File: src/rtl/hamming_nibble_decoder.sv
// ============================================================================
// Module      : hamming_nibble_decoder
// Description : Hamming(7,4)-per-nibble checker/corrector with a 2-stage
//               valid/ready pipeline and a scrub write-back port.
//               Optional correction statistics: HAMMING_DEC_STATS_EN.
// Revision    : 1.0 - initial release
// ============================================================================
`timescale 1ns/1ps
`default_nettype none

module hamming_nibble_decoder #(
    parameter int DATA_W = 16,
    parameter int CNT_W  = 8,
    localparam int NIB   = DATA_W / 4,
    localparam int PAR_W = 3 * NIB
) (
    input  logic              clk,
    input  logic              rst,
    input  logic              in_valid,
    output logic              in_ready,
    input  logic [DATA_W-1:0] in_data,
    input  logic [PAR_W-1:0]  in_parity,
    output logic              out_valid,
    input  logic              out_ready,
    output logic [DATA_W-1:0] out_data,
    output logic [NIB-1:0]    out_corr,
    output logic              wb_valid,
    output logic [DATA_W-1:0] wb_data,
    output logic [PAR_W-1:0]  wb_parity,
    input  logic              stats_clr,
    output logic [CNT_W-1:0]  corr_count
);

    // {p2,p1,p0} for one nibble
    function automatic logic [2:0] f_enc(input logic [3:0] d);
        f_enc = {d[1] ^ d[2] ^ d[3], d[0] ^ d[2] ^ d[3], d[0] ^ d[1] ^ d[3]};
    endfunction

    // Syndromes with a single bit set point at a parity bit: data is left alone
    function automatic logic [3:0] f_flip(input logic [2:0] s);
        case (s)
            3'b011:  f_flip = 4'b0001;
            3'b101:  f_flip = 4'b0010;
            3'b110:  f_flip = 4'b0100;
            3'b111:  f_flip = 4'b1000;
            default: f_flip = 4'b0000;
        endcase
    endfunction

    logic              r_s1_valid;
    logic [DATA_W-1:0] r_s1_data;
    logic [PAR_W-1:0]  r_s1_syn;
    logic [PAR_W-1:0]  r_out_parity;

    logic [PAR_W-1:0]  w_in_syn;
    logic [DATA_W-1:0] w_fix;
    logic [DATA_W-1:0] w_cor_data;
    logic [PAR_W-1:0]  w_cor_par;
    logic [NIB-1:0]    w_cor_flag;
    logic              w_s2_load;
    logic              w_in_fire;
    logic              w_out_fire;

    for (genvar i = 0; i < NIB; i++) begin : g_nib
        assign w_in_syn[3*i +: 3]  = f_enc(in_data[4*i +: 4]) ^ in_parity[3*i +: 3];
        assign w_fix[4*i +: 4]     = f_flip(r_s1_syn[3*i +: 3]);
        assign w_cor_flag[i]       = |r_s1_syn[3*i +: 3];
        assign w_cor_par[3*i +: 3] = f_enc(w_cor_data[4*i +: 4]);
    end

    assign w_cor_data = r_s1_data ^ w_fix;
    assign w_s2_load  = r_s1_valid && (!out_valid || out_ready);
    assign in_ready   = !r_s1_valid || w_s2_load;
    assign w_in_fire  = in_valid && in_ready;
    assign w_out_fire = out_valid && out_ready;

    always_ff @(posedge clk or negedge rst) begin
        if (!rst) begin
            r_s1_valid   <= 1'b0;
            r_s1_data    <= '0;
            r_s1_syn     <= '0;
            out_valid    <= 1'b0;
            out_data     <= '0;
            out_corr     <= '0;
            r_out_parity <= '0;
            wb_valid     <= 1'b0;
            wb_data      <= '0;
            wb_parity    <= '0;
        end else begin
            if (w_in_fire) begin
                r_s1_valid <= 1'b1;
                r_s1_data  <= in_data;
                r_s1_syn   <= w_in_syn;
            end else if (w_s2_load) begin
                r_s1_valid <= 1'b0;
            end

            if (w_s2_load) begin
                out_valid    <= 1'b1;
                out_data     <= w_cor_data;
                out_corr     <= w_cor_flag;
                r_out_parity <= w_cor_par;
            end else if (out_ready) begin
                out_valid    <= 1'b0;
            end

            // Scrub only beats that actually needed repair; data/parity hold otherwise
            wb_valid <= w_out_fire && (|out_corr);
            if (w_out_fire && (|out_corr)) begin
                wb_data   <= out_data;
                wb_parity <= r_out_parity;
            end
        end
    end

`ifdef HAMMING_DEC_STATS_EN
    logic [CNT_W-1:0] r_corr_count;

    always_ff @(posedge clk or negedge rst) begin
        if (!rst) begin
            r_corr_count <= '0;
        end else if (stats_clr) begin
            r_corr_count <= '0;
        end else if (w_out_fire && (|out_corr) && (r_corr_count != {CNT_W{1'b1}})) begin
            r_corr_count <= r_corr_count + 1'b1;
        end
    end

    assign corr_count = r_corr_count;
`else
    logic w_unused_stats_clr;

    assign w_unused_stats_clr = stats_clr;
    assign corr_count         = '0;
`endif

endmodule

`default_nettype wire
File: config.mk
export PLATFORM = sky130hd
export DESIGN_NAME = hamming_nibble_decoder
export DESIGN_NICKNAME = d
export VERILOG_FILES = /design/src/rtl/hamming_nibble_decoder.sv
export SDC_FILE = /design/constraint.sdc
export NUM_CORES = 1
export LEC_CHECK = 0
export ABC_AREA = 1
export CAP_MARGIN = 5
export CORE_MARGIN = 5
export CORE_UTILIZATION = 47
export DETAILED_ROUTE_END_ITERATION = 6
export PLACE_DENSITY_LB_ADDON = 0.3
export SLEW_MARGIN = 20
export SYNTH_ARGS = -nofsm -noshare
export SYNTH_HDL_FRONTEND = slang
export SYNTH_SLANG_ARGS = --single-unit
File: constraint.sdc
create_clock -name clk -period 1.2 [get_ports clk]
set_input_delay 0.3 -clock clk [delete_from_list [all_inputs] [get_ports clk]]
set_output_delay 0.3 -clock clk [all_outputs]
set_load 0.01 [all_outputs]
# After elaboration in Yosys (flattened, before gate mapping)
# Cells that the tools add are included.
[totals]
register_bits = 91
in_bits = 33
output_inout_bits = 59
[op_classes]
eq_ne = 16
muxes = 8
bitwise = 53
reduce_logical = 15
[ops]
columns = ["op", "n"]
rows = [
  ["$pmux 4 s4", 4],
  ["$xor 1x1->1", 48],
  ["$eq 3x3->1 const B", 12],
  ["$xor 16x16->16", 1],
  ["$eq 3x2->1 const B", 4],
  ["$reduce_or 3->1", 4],
  ["$xor 3x3->3", 4],
  ["$logic_and 1x1->1", 4],
  ["$mux 1", 4],
  ["$reduce_bool 2->1", 2],
  ["$reduce_or 4->1", 1],
  ["$logic_not 1->1", 2],
  ["$logic_or 1x1->1", 2],
]

# Logic depth before layout (Yosys ltp)
[logic_depth]
ltp_word = 6
mapped_depth = 10
mapped_depth_nobuf = 10

# Worst setup path after synthesis
# Ideal clock, no wire load.
[synth_path]
kind = "register -> register"
start = "register out_valid"
end = "register r_out_parity[10]"
setup_ns = 0.113
t_arrival_ns = 1.054
slack_ns = 0.033
path_stages_with_launch = 9
n_path_buf = 1
synth_period_minus_slack_ns = 1.167
path_cell_list = "dfrtp_1 > nand2_1 > nand2_2 > inv_2 > buf_4 > nand3_1 > nand2_1 > nand2_1 > inv_1"
[synth_between]
elab_chain_len = 3
[synth_rtl]
columns = ["element", "line_no", "rtl"]
rows = [
  ["start, declared", "23", "output logic out_valid,"],
  ["start signal, assigned", "82", "out_valid <= 1'b0;"],
  ["start signal, assigned", "99", "out_valid <= 1'b1;"],
  ["start signal, assigned", "104", "out_valid <= 1'b0;"],
  ["$logic_not 1->1", "72", "assign w_s2_load = r_s1_valid && (!out_valid || out_ready);"],
  ["$logic_or 1x1->1", "72", ""],
  ["$logic_and 1x1->1", "72", ""],
  ["end signal, assigned", "102", "r_out_parity <= w_cor_par;"],
  ["end, declared", "53", "logic [PAR_W-1:0] r_out_parity;"],
]
# No other way between the ends.
# A chain may end at the register's enable or synchronous reset.

# Worst setup path after layout
[layout_path]
start = "register out_valid"
end = "output in_ready"
[layout_between]
elab_chain_len = 4
[layout_rtl]
columns = ["element", "line_no", "rtl"]
rows = [
  ["$logic_not 1->1", "72", ""],
  ["$logic_or 1x1->1", "72", ""],
  ["$logic_and 1x1->1", "72", ""],
  ["$logic_or 1x1->1", "73", "assign in_ready = !r_s1_valid || w_s2_load;"],
  ["end, declared", "20", "output logic in_ready,"],
]
# No other way between the ends.

==> impl_results.md <==
* Multiplexer share of the synthesized area at 0%
* WL/cell at 14.3 um
* Initial antenna violation count at 0
* Share of flip-flops with an asynchronous set or reset at 100%
* Fin crit period at 1360 ps
* Hold Crit Start: out_ready
* RSZ-0062 raised after global routing: true
* Hold_ws at 360 ps
* Total Wirelength at 12900 um
* CP startpoint kind: flop
* Cell variety after synth at 25
* Synth Area per Inst at around 8 um^2
* Setup Skew at 13.0 ps
* Synth Area in Compound Gates at 7.45%
* Critical path arrival at 1060 ps
* Adder-cell share of the synthesized area at 0%
* Most frequent cell after synthesis: nand2_1
* # clock sinks at 91
* Hold path depth at 4
* Post-Layout Cell Count at 905
* CTS Root Cell: clkbuf_8
* Synth Area in Simple Gates at between 20% and 30%
* Vias in the first global route at 4236
* Num rows at 36
* Failing checks: setup timing
* Initial Util at 47.4%
* DR vias/cell at around 5.0
* P&R area growth vs syn at 55.6%
* DP HPWL at 7460 um
* Status: complete, but fails checks
* R2r startpoint: out_corr[0]
* Post-Synth XOR/XNOR Area at 4.79%
* Pwr per Cell Area at 1830 nW/um^2
* FF+latch count, synth at between 90 and 100
* Critical-path top delay cell: dfrtp_1
* Worst R2R Path Depth at 8
* Global-route wire length before repair at 18800 um
* Fin crit share at 113%
* Yosys top cell by area: dfrtp_1
* VDD IR max at 0.000776 V
* Ant. Diodes at 0
* Final setup TNS at -8910 ps
* Final Slew Violations at 0
* R2r setup slk at -160 ps
* Most used cell, CP: buf_6
* Area contributors post-synth: dfrtp_1 50%, nand2_1 17%, nand3_1 5.0%
* Clock transition at path regs at around 100 ps
* Setup ws final at -162 ps
* CP max stage delay at 410 ps
* Final Hold Fails at 0
* Layout Utilization at 73.7%
* 1st-iter DRT viols at 267
* Fraction of layout cells with a size suffix above 1 at a little over two fifths
* Cell Area, Synth at between 4000 and 5000 um^2
* Placed cells at ~810
* GP Congestion at approximately 0.8
* Total CTS buffers at 9
* Clock buffer depth at 2
* Crit path kind: flop to output pin
* Share of the synthesized area in the top cell type at roughly 50%
* Critical path peak fanout at 3
* Die Ht at around 110 um
* Ys flop type: dfrtp_1
* Peak Freq at 734 MHz
* Commonest cells post-synth: 205 x nand2_1, 91 x dfrtp_1, 46 x nand3_1
* Core ar. at about 9600 um^2
* Worst skew pair latency at 370 ps
* FILL cells at 671
* Pin count of the biggest net entering global routing at 28
* Drt drc at 0
* Num ports at 92
* Critical Path Sink Type: output pin
* Port Buffers at 82
* Final setup viols at 97
* CP required at 900 ps
* Number of max-cap violations at 0
* Antenna-violating nets left at 0
* Worst Hold Class: input pin to flop
* Largest family of logic cells by synthesized area: simple AND/OR/NAND/NOR gates
* H-tree depth at 3
* Static Leak at roughly 3.6 nW
* Post-synth EDFFs at 0
* Critical-path cell list: buf_6 > nand3_4 > buf_6
* Power, Total at 0.0130 W
* Cells after Synth at 572
* Die W at 109 um
* Nets@finish at 800
* FF-to-FF End: wb_data[14]
* Worst Hold End: out_valid
* Drt first pass iters at 5
* Synthesis Warnings at 0
* Die area at 11800 um^2
* Tot GR Track Use at between 10% and 20%
* Seq/Total Area, Yosys at between 40% and 50%
* Global route total overflow at 0
* TritonCTS clock tree: built
* DR vias at between 4000 and 5000
==> metrics by stage <==
stage | worst slack, ps | cell area (um^2)
floorplan | 32.9 | 4590
global placement | -542 | 5840
detailed placement | -541 | 5840
CTS | -151 | 6410
global route | -204 | 7110
finish | -162 | 7110
==> logic make-up (layout without fill, tap and decap cells) <==
logic type	count (synthesis)	in the layout
buf+inv	88	281
simple gates	302	302
flops	91	91
compound gates	65	65
other cells	1	8
xor+xnor	25	25
==> where the power goes <==
group,total (W),internal [W],switching [W]
combinational,0.00614,0.00315,0.00299
sequential,0.00486,0.00411,0.000749
clock,0.00199,0.000789,0.00120
==> layout make-up <==
type	instances	area [um^2]	area share [%]
clock buffers	9	124	1.74
well taps	133	166	2.34
flip-flops and latches	91	2290	32.3
repair buffers	209	1950	27.4
multi-input cells	400	2280	32.1
clock inverters	7	60.1	0.845
inverters	56	233	3.27
==> flip-flops by register name, indices dropped and copies added, names as in the netlist <==
| name | cells |
|---|---|
| out_valid | 1 |
| r_s1_valid | 1 |
| out_corr | 4 |
| wb_valid | 1 |
| out_data | 16 |
| r_s1_syn | 12 |
| wb_data | 16 |
| wb_parity | 12 |
| r_s1_data | 16 |
| r_out_parity | 12 |
==> worst max path at each step <==
| stage | from | endpoint | depth (start not counted) |
|---|---|---|---|
| global route | out_valid | in_ready | 3 |
| global placement | out_ready | in_ready | 4 |
| CTS | out_valid | in_ready | 3 |
| finish | out_valid | in_ready | 3 |
| floorplan | out_valid | r_out_parity[10] | 8 |
| detailed placement | out_ready | in_ready | 4 |
==> per-layer routing <==
layer	up-vias	wire, um	GRT usage (%)
met5	-	0	0
met4	0	453	7.66
met3	38	727	3.82
met2	148	6180	33.1
met1	2135	5570	25.5
li1	2211	-	-
==> critical path, delay by kind of cell, from the launching register on <==
kind                   cells  cell delay [ps]
buffers and inverters      2              230
DFF                        1              410
and+or+nand+nor            1               60
==> timing repair <==
action	in CTS	in global routing
setup endpoints to repair	125	140
hold endpoints to repair	23	0
hold buffers	1	0
buffers inserted	30	39
gates resized for setup	272	111
pin swaps	7	20
gates cloned	6	5
==> cells in the final DEF, fill, tap and decap left out, types with 3 or more instances in the layout <==
cell,synthesis,routed
buf_6,1,28
or2_2,10,10
dfrtp_1,91,79
nand2_4,0,6
dfrtp_2,0,12
nand2_2,7,35
o21ai_1,30,21
xnor2_1,5,5
nand3_4,0,3
nand2_1,205,170
clkbuf_8,0,9
o21ai_0,22,9
nand3_1,46,33
buf_12,0,9
inv_1,39,34
inv_2,16,18
inv_6,0,3
conb_1,1,8
nand4_1,16,16
buf_4,15,90
nor2_1,9,5
a21oi_4,0,3
clkdlybuf4s50_1,0,29
buf_2,14,40
a21oi_1,9,9
buf_16,0,4
xor2_1,20,20
clkbuf_16,0,5
o21ai_2,1,23
nand3_2,4,14
nor2_2,0,4
Power figures use the tool's default switching activity.
==> patch 1, RTL diff (same flow settings) <==
Change the parameter `DATA_W` from 16 to 32.
--- a/src/rtl/hamming_nibble_decoder.sv
+++ b/src/rtl/hamming_nibble_decoder.sv
@@ -10,5 +10,5 @@
 
 module hamming_nibble_decoder #(
-    parameter int DATA_W = 16,
+    parameter int DATA_W = 32,
     parameter int CNT_W  = 8,
     localparam int NIB   = DATA_W / 4,
Ports: changed (6 resized); port bits go from 92 to 168. The function was not compared with the original's and may differ.
==> patch 1 against the unedited design <==
The flow still finishes with violations (setup timing); first-iteration DRC count grew to 4.2 times the old value; sequential power is 110% higher; setup slack worse by 0.35 ns; count of clock-buffer cells in the layout is 9 higher; highest routed layer unchanged; power is 140% higher; routed wire length grew to 2.7 times the old value; design area is 120% higher; area after synthesis is 100% higher; critical endpoint is now wb_parity[12]$_DFFE_PN0P_; global-route usage is 5.2 points higher; sequential cell count is 88 higher.
==> patch 1: results (changes against the unedited design) <==
| Metric | Value |
|---|---|
| Status | `complete, but fails checks (unchanged)` |
| Failing checks | `setup timing (unchanged)` |
| Fin nets | `1649 (was 800)` |
| I/O Buffers | `158 (was 82)` |
| Mux cell area share after synthesis | `0% (unchanged)` |
| Final Skew | `0.008709 ns (was 0.01302 ns)` |
| Reg2reg end | `wb_parity[12]$_DFFE_PN0P_ (was wb_data[14]$_DFFE_PN0P_)` |
| Worst vdd ir | `1.094 mV (was 0.7756 mV)` |
| Metal2 WL | `17.38 mm (was 6.181 mm)` |
| 1st-iter DRT viols | `1114 (was 267)` |
| Met3 wire length | `2.707 mm (was 727 µm)` |
| Highest routed layer | `met4 (unchanged)` |
| Dominant cells by area after synthesis | `dfrtp_1 48%, nand2_1 18%, nand3_1 8.6%, xor2_1 4.2%, nand4_1 2.7% (was dfrtp_1 50%, nand2_1 17%, nand3_1 5.0%, xor2_1 3.8%, o21ai_1 3.3%)` |
| Crit Path Max Fanout | `7 (was 3)` |
| Post-synthesis xor/xnor area fraction | `4.695% (was 4.793%)` |
| Largest net degree at the start of global routing | `54 (was 28)` |
| Synthesis warning total | `0 (unchanged)` |
| Largest regs | `out_data x32, r_s1_data x32, wb_data x32 (was out_data x16, r_s1_data x16, wb_data x16)` |
| Met1 Wirelength | `14.00 mm (was 5.565 mm)` |
| Worst-Skew Late Latency | `0.44 ns (was 0.37 ns)` |
| CTS H-tree depth | `4 (was 3)` |
| Lkg Pwr | `7.639 nW (was 3.619 nW)` |
| Vias in the first global route | `8984 (was 4236)` |
| CTS buffer count | `17 (was 9)` |
| Worst Reg-to-Reg Cells | `6 (was 8)` |
| PnR worst setup slack | `-0.5156 ns (was -0.1616 ns)` |
| Sequential area share after synthesis | `48.02% (was 49.85%)` |
| Final setup vio count | `277 (was 97)` |
| Synth top cells by count | `458 x nand2_1, 179 x dfrtp_1, 160 x nand3_1 (was 205 x nand2_1, 91 x dfrtp_1, 46 x nand3_1)` |
| Worst reg2reg startpoint | `out_corr[3]$_DFFE_PN0P_ (was out_corr[0]$_DFFE_PN0P_)` |
| Buffer levels on the longest clock path | `2 (unchanged)` |
| Post-synthesis adder-cell area fraction | `0% (unchanged)` |
| Worst EP arrival | `2.04 ns (was 1.06 ns)` |
| Routed WL per cell | `19.03 µm (was 14.29 µm)` |
| Layout cells sized above 1 | `43.60% (was 42.88%)` |
| Clk root buf | `clkbuf_16 (was clkbuf_8)` |
| Final RePlAce weighted congestion | `0.8822 (was 0.8221)` |
| Via density | `5.592 (was 5.008)` |
| Fillers | `1181 (was 671)` |
| Area fraction in compound gates after synthesis | `5.433% (was 7.450%)` |
| Worst min path class | `input port to asynchronous set/reset pin (was input port to flip-flop)` |
| Synth cell types | `29 (was 25)` |
| Fin Setup TNS | `-53.34 ns (was -8.906 ns)` |
| Diode count | `0 (unchanged)` |
| First-pass GRT wire length | `45.20 mm (was 18.77 mm)` |
| DP HPWL | `18.47 mm (was 7.459 mm)` |
| Gr usage total | `25.05% (was 19.83%)` |
| Worst-path clk slew | `0.07 ns (was 0.10 ns)` |
patch 1: changes by cell type in the layout (fill, tap and decap cells not counted), moves of 19 or more:
cell             unedited run  this run
buf_2                      40        66
buf_4                      90       183
buf_6                      28        61
clkbuf_16                   5        32
clkdlybuf4s50_1            29        58
dfrtp_1                    79       156
nand2_1                   170       374
nand2_2                    35        68
nand3_1                    33        93
nand3_2                    14        57
nand4_1                    16        40
nor2_1                      5        30
nor2_4                      1        20
xor2_1                     20        44
patch 1: worst max-delay path, stage by stage (launching register included):
cell       delay (ns)
dfrtp_1          0.45
nor3_4           0.25
nand4_1          0.26
buf_6            0.26
clkbuf_16        0.20
nand3_1          0.09
nand2_1          0.07
patch 1: metrics by stage:
stage / hold slack, ns / cells / power, mW / setup WS (ns) / area [µm²]
finish: 0.2733 / 1866 / 30.68 / -0.5156 / 15380
global route: 0.3035 / 1866 / 32.12 / -0.5289 / 15380
CTS: 0.2818 / 1802 / 27.03 / -0.2922 / 13450
detailed placement: 0.1658 / 1705 / 20.08 / -0.5923 / 12080
global placement: 0.1643 / 1705 / 19.74 / -0.5917 / 12080
floorplan: 0.004409 / 1214 / 14.10 / -0.02868 / 9365
patch 1: worst max path at each step:
stage                     slack [ns]  cells past startpoint                     from                        end
after floorplan                -0.03                      6  out_corr[1]$_DFFE_PN0P_    wb_data[10]$_DFFE_PN0P_
after global placement         -0.59                      4                out_ready                   in_ready
after detailed placement       -0.59                      4                out_ready                   in_ready
after CTS                      -0.29                      9  out_corr[1]$_DFFE_PN0P_    wb_data[20]$_DFFE_PN0P_
after global routing           -0.53                      6  out_corr[3]$_DFFE_PN0P_  wb_parity[12]$_DFFE_PN0P_
final                          -0.52                      6  out_corr[3]$_DFFE_PN0P_  wb_parity[12]$_DFFE_PN0P_
patch 1: layout make-up:
class,count,area (µm²),area share (%)
multi-input cells,900,5369,34.91
inverters,63,265.3,1.725
well taps,265,331.6,2.156
repair inverters,2,32.53,0.2116
clock buffers,18,439.2,2.856
clock inverters,14,234.0,1.522
repair buffers,425,4198,27.30
flip-flops and latches,179,4508,29.32
patch 1: per-layer routing:
layer  vias to the layer above  track usage [%]
met1                      5097            34.33
li1                       4674                -
met2                       541            40.92
met5                         -                0
met4                         0            7.933
met3                       122            4.159
patch 1: report_power, final:
group | switching, mW | internal (mW)
clock | 2.52 | 3.96
sequential | 1.91 | 8.12
combinational | 7.11 | 7.07
patch 1: repair_timing:
action	4_1_cts	5_1_grt
resized for setup	512	357
endpoints found under the setup margin	220	271
hold buffers	1	0
buffers inserted	56	49
hold endpoints to repair	41	0
cloned	10	22
pin swaps	10	63
patch 1: logic make-up after synthesis:
kind of cell,count (synthesis)
and+or+nand+nor,750
DFF,179
buffers and inverters,136
AOI/OAI and AO/OA,91
xor gates and xnor gates,50
other,1
==> patch 2, RTL diff (same settings) <==
Without the edit above. Add a define of `HAMMING_DEC_STATS_EN`.
--- a/src/rtl/hamming_nibble_decoder.sv
+++ b/src/rtl/hamming_nibble_decoder.sv
@@ -8,4 +8,6 @@
 `timescale 1ns/1ps
 `default_nettype none
+
+`define HAMMING_DEC_STATS_EN
 
 module hamming_nibble_decoder #(
Formal check against the unedited RTL: not equivalent (a bounded check fails within 4 cycles, from zero or initial values and one cycle with rst low).
==> patch 2 against the unedited design <==
The flow still finishes with violations (setup timing); first-iteration DRC count increased by 56%; setup slack worse by 0.11 ns; design area up 18%; area after synthesis is 9.2% higher; power increased by 14%; synthesized cell count rose by 13%; global-route usage is 2.4 points higher; routed wire length increased by 37%; sequential cell count up 8; non-clock buffer count up 52; critical endpoint is now corr_count[6]$_DFFE_PN0P_; largest power group unchanged.
==> patch 2: results (changes against the unedited design) <==
| Metric | Value |
|---|---|
| Status | `complete, but fails checks (unchanged)` |
| Failing checks | `setup timing (unchanged)` |
| Clock Sinks | `99 (was 91)` |
| Sequential area share after synthesis | `49.67% (was 49.85%)` |
| Final setup vio count | `142 (was 97)` |
| 1st-iter DRT viols | `417 (was 267)` |
| Post-CTS Setup Bufs | `42 (was 30)` |
| Fillers | `576 (was 671)` |
| Layout cells sized above 1 | `50.06% (was 42.88%)` |
| Worst vdd ir | `0.8515 mV (was 0.7756 mV)` |
| Post-CTS sizing | `333 (was 272)` |
| Crit Path Max Fanout | `8 (was 3)` |
| Vias in the first global route | `5042 (was 4236)` |
| Multi-input gates | `469 (was 400)` |
| Via density | `5.322 (was 5.008)` |
| Largest net degree at the start of global routing | `37 (was 28)` |
| Worst EP arrival | `1.80 ns (was 1.06 ns)` |
| Lkg Pwr | `4.330 nW (was 3.619 nW)` |
| Pre-CTS setup slack | `-0.5304 ns (was -0.5414 ns)` |
| Register Area | `0.002496 mm² (was 0.002292 mm²)` |
| Placed cells | `933 (was 812)` |
| WL final | `17.72 mm (was 12.93 mm)` |
| PnR worst setup slack | `-0.2741 ns (was -0.1616 ns)` |
| Synth cell types | `27 (was 25)` |
| Gr usage total | `22.28% (was 19.83%)` |
## patch 2: path summary, 6_finish.rpt
path	from	endpoint	slack, ns	cells after the start
setup reg to reg	out_corr[2]$_DFFE_PN0P_	corr_count[6]$_DFFE_PN0P_	-0.27	8
max in group asynchronous	rst	r_s1_syn[6]$_DFFE_PN0P_	0.29	3
hold reg to reg	r_out_parity[8]$_DFFE_PN0P_	wb_parity[8]$_DFFE_PN0P_	0.50	2
setup / recovery	out_corr[2]$_DFFE_PN0P_	corr_count[6]$_DFFE_PN0P_	-0.27	8
hold / removal	rst	wb_valid$_DFF_PN0_	0.36	2
min in group clk	r_out_parity[8]$_DFFE_PN0P_	wb_parity[8]$_DFFE_PN0P_	0.50	2
## patch 2: cells by family (layout without fill, tap and decap cells)
family,Yosys count,after routing,share of synthesized area (%)
AO/OA/AOI/OAI,69,69,7.200
XOR/XNOR,25,25,4.390
adder cells (fa/ha/maj),1,1,0.2508
buffers and inverters,82,333,6.949
flip-flops,99,99,49.67
AND/OR/NAND/NOR,373,374,31.54
## patch 2: layer usage
metal  vias up  global-route usage, %  part of all wire (%)  wire length (µm)
li1       2570                      -                     -                 -
met1      2640                  28.44                    39              6865
met2       249                  38.63                    52              9165
met3        60                  4.545                   5.7              1017
met4         0                  6.010                   3.8               674
met5         -                      0                     0                 0
## patch 2: power groups by stage
stage / Combinational (mW) / Sequential [mW] / Clock [mW]
3_5_place_dp: 4.96 / 5.20 / 0
4_1_cts: 5.41 / 5.13 / 2.14
2_1_floorplan: 2.04 / 5.29 / 0
5_1_grt: 7.86 / 5.40 / 2.32
6_report: 7.29 / 5.30 / 2.20
3_3_place_gp: 4.82 / 5.15 / 0
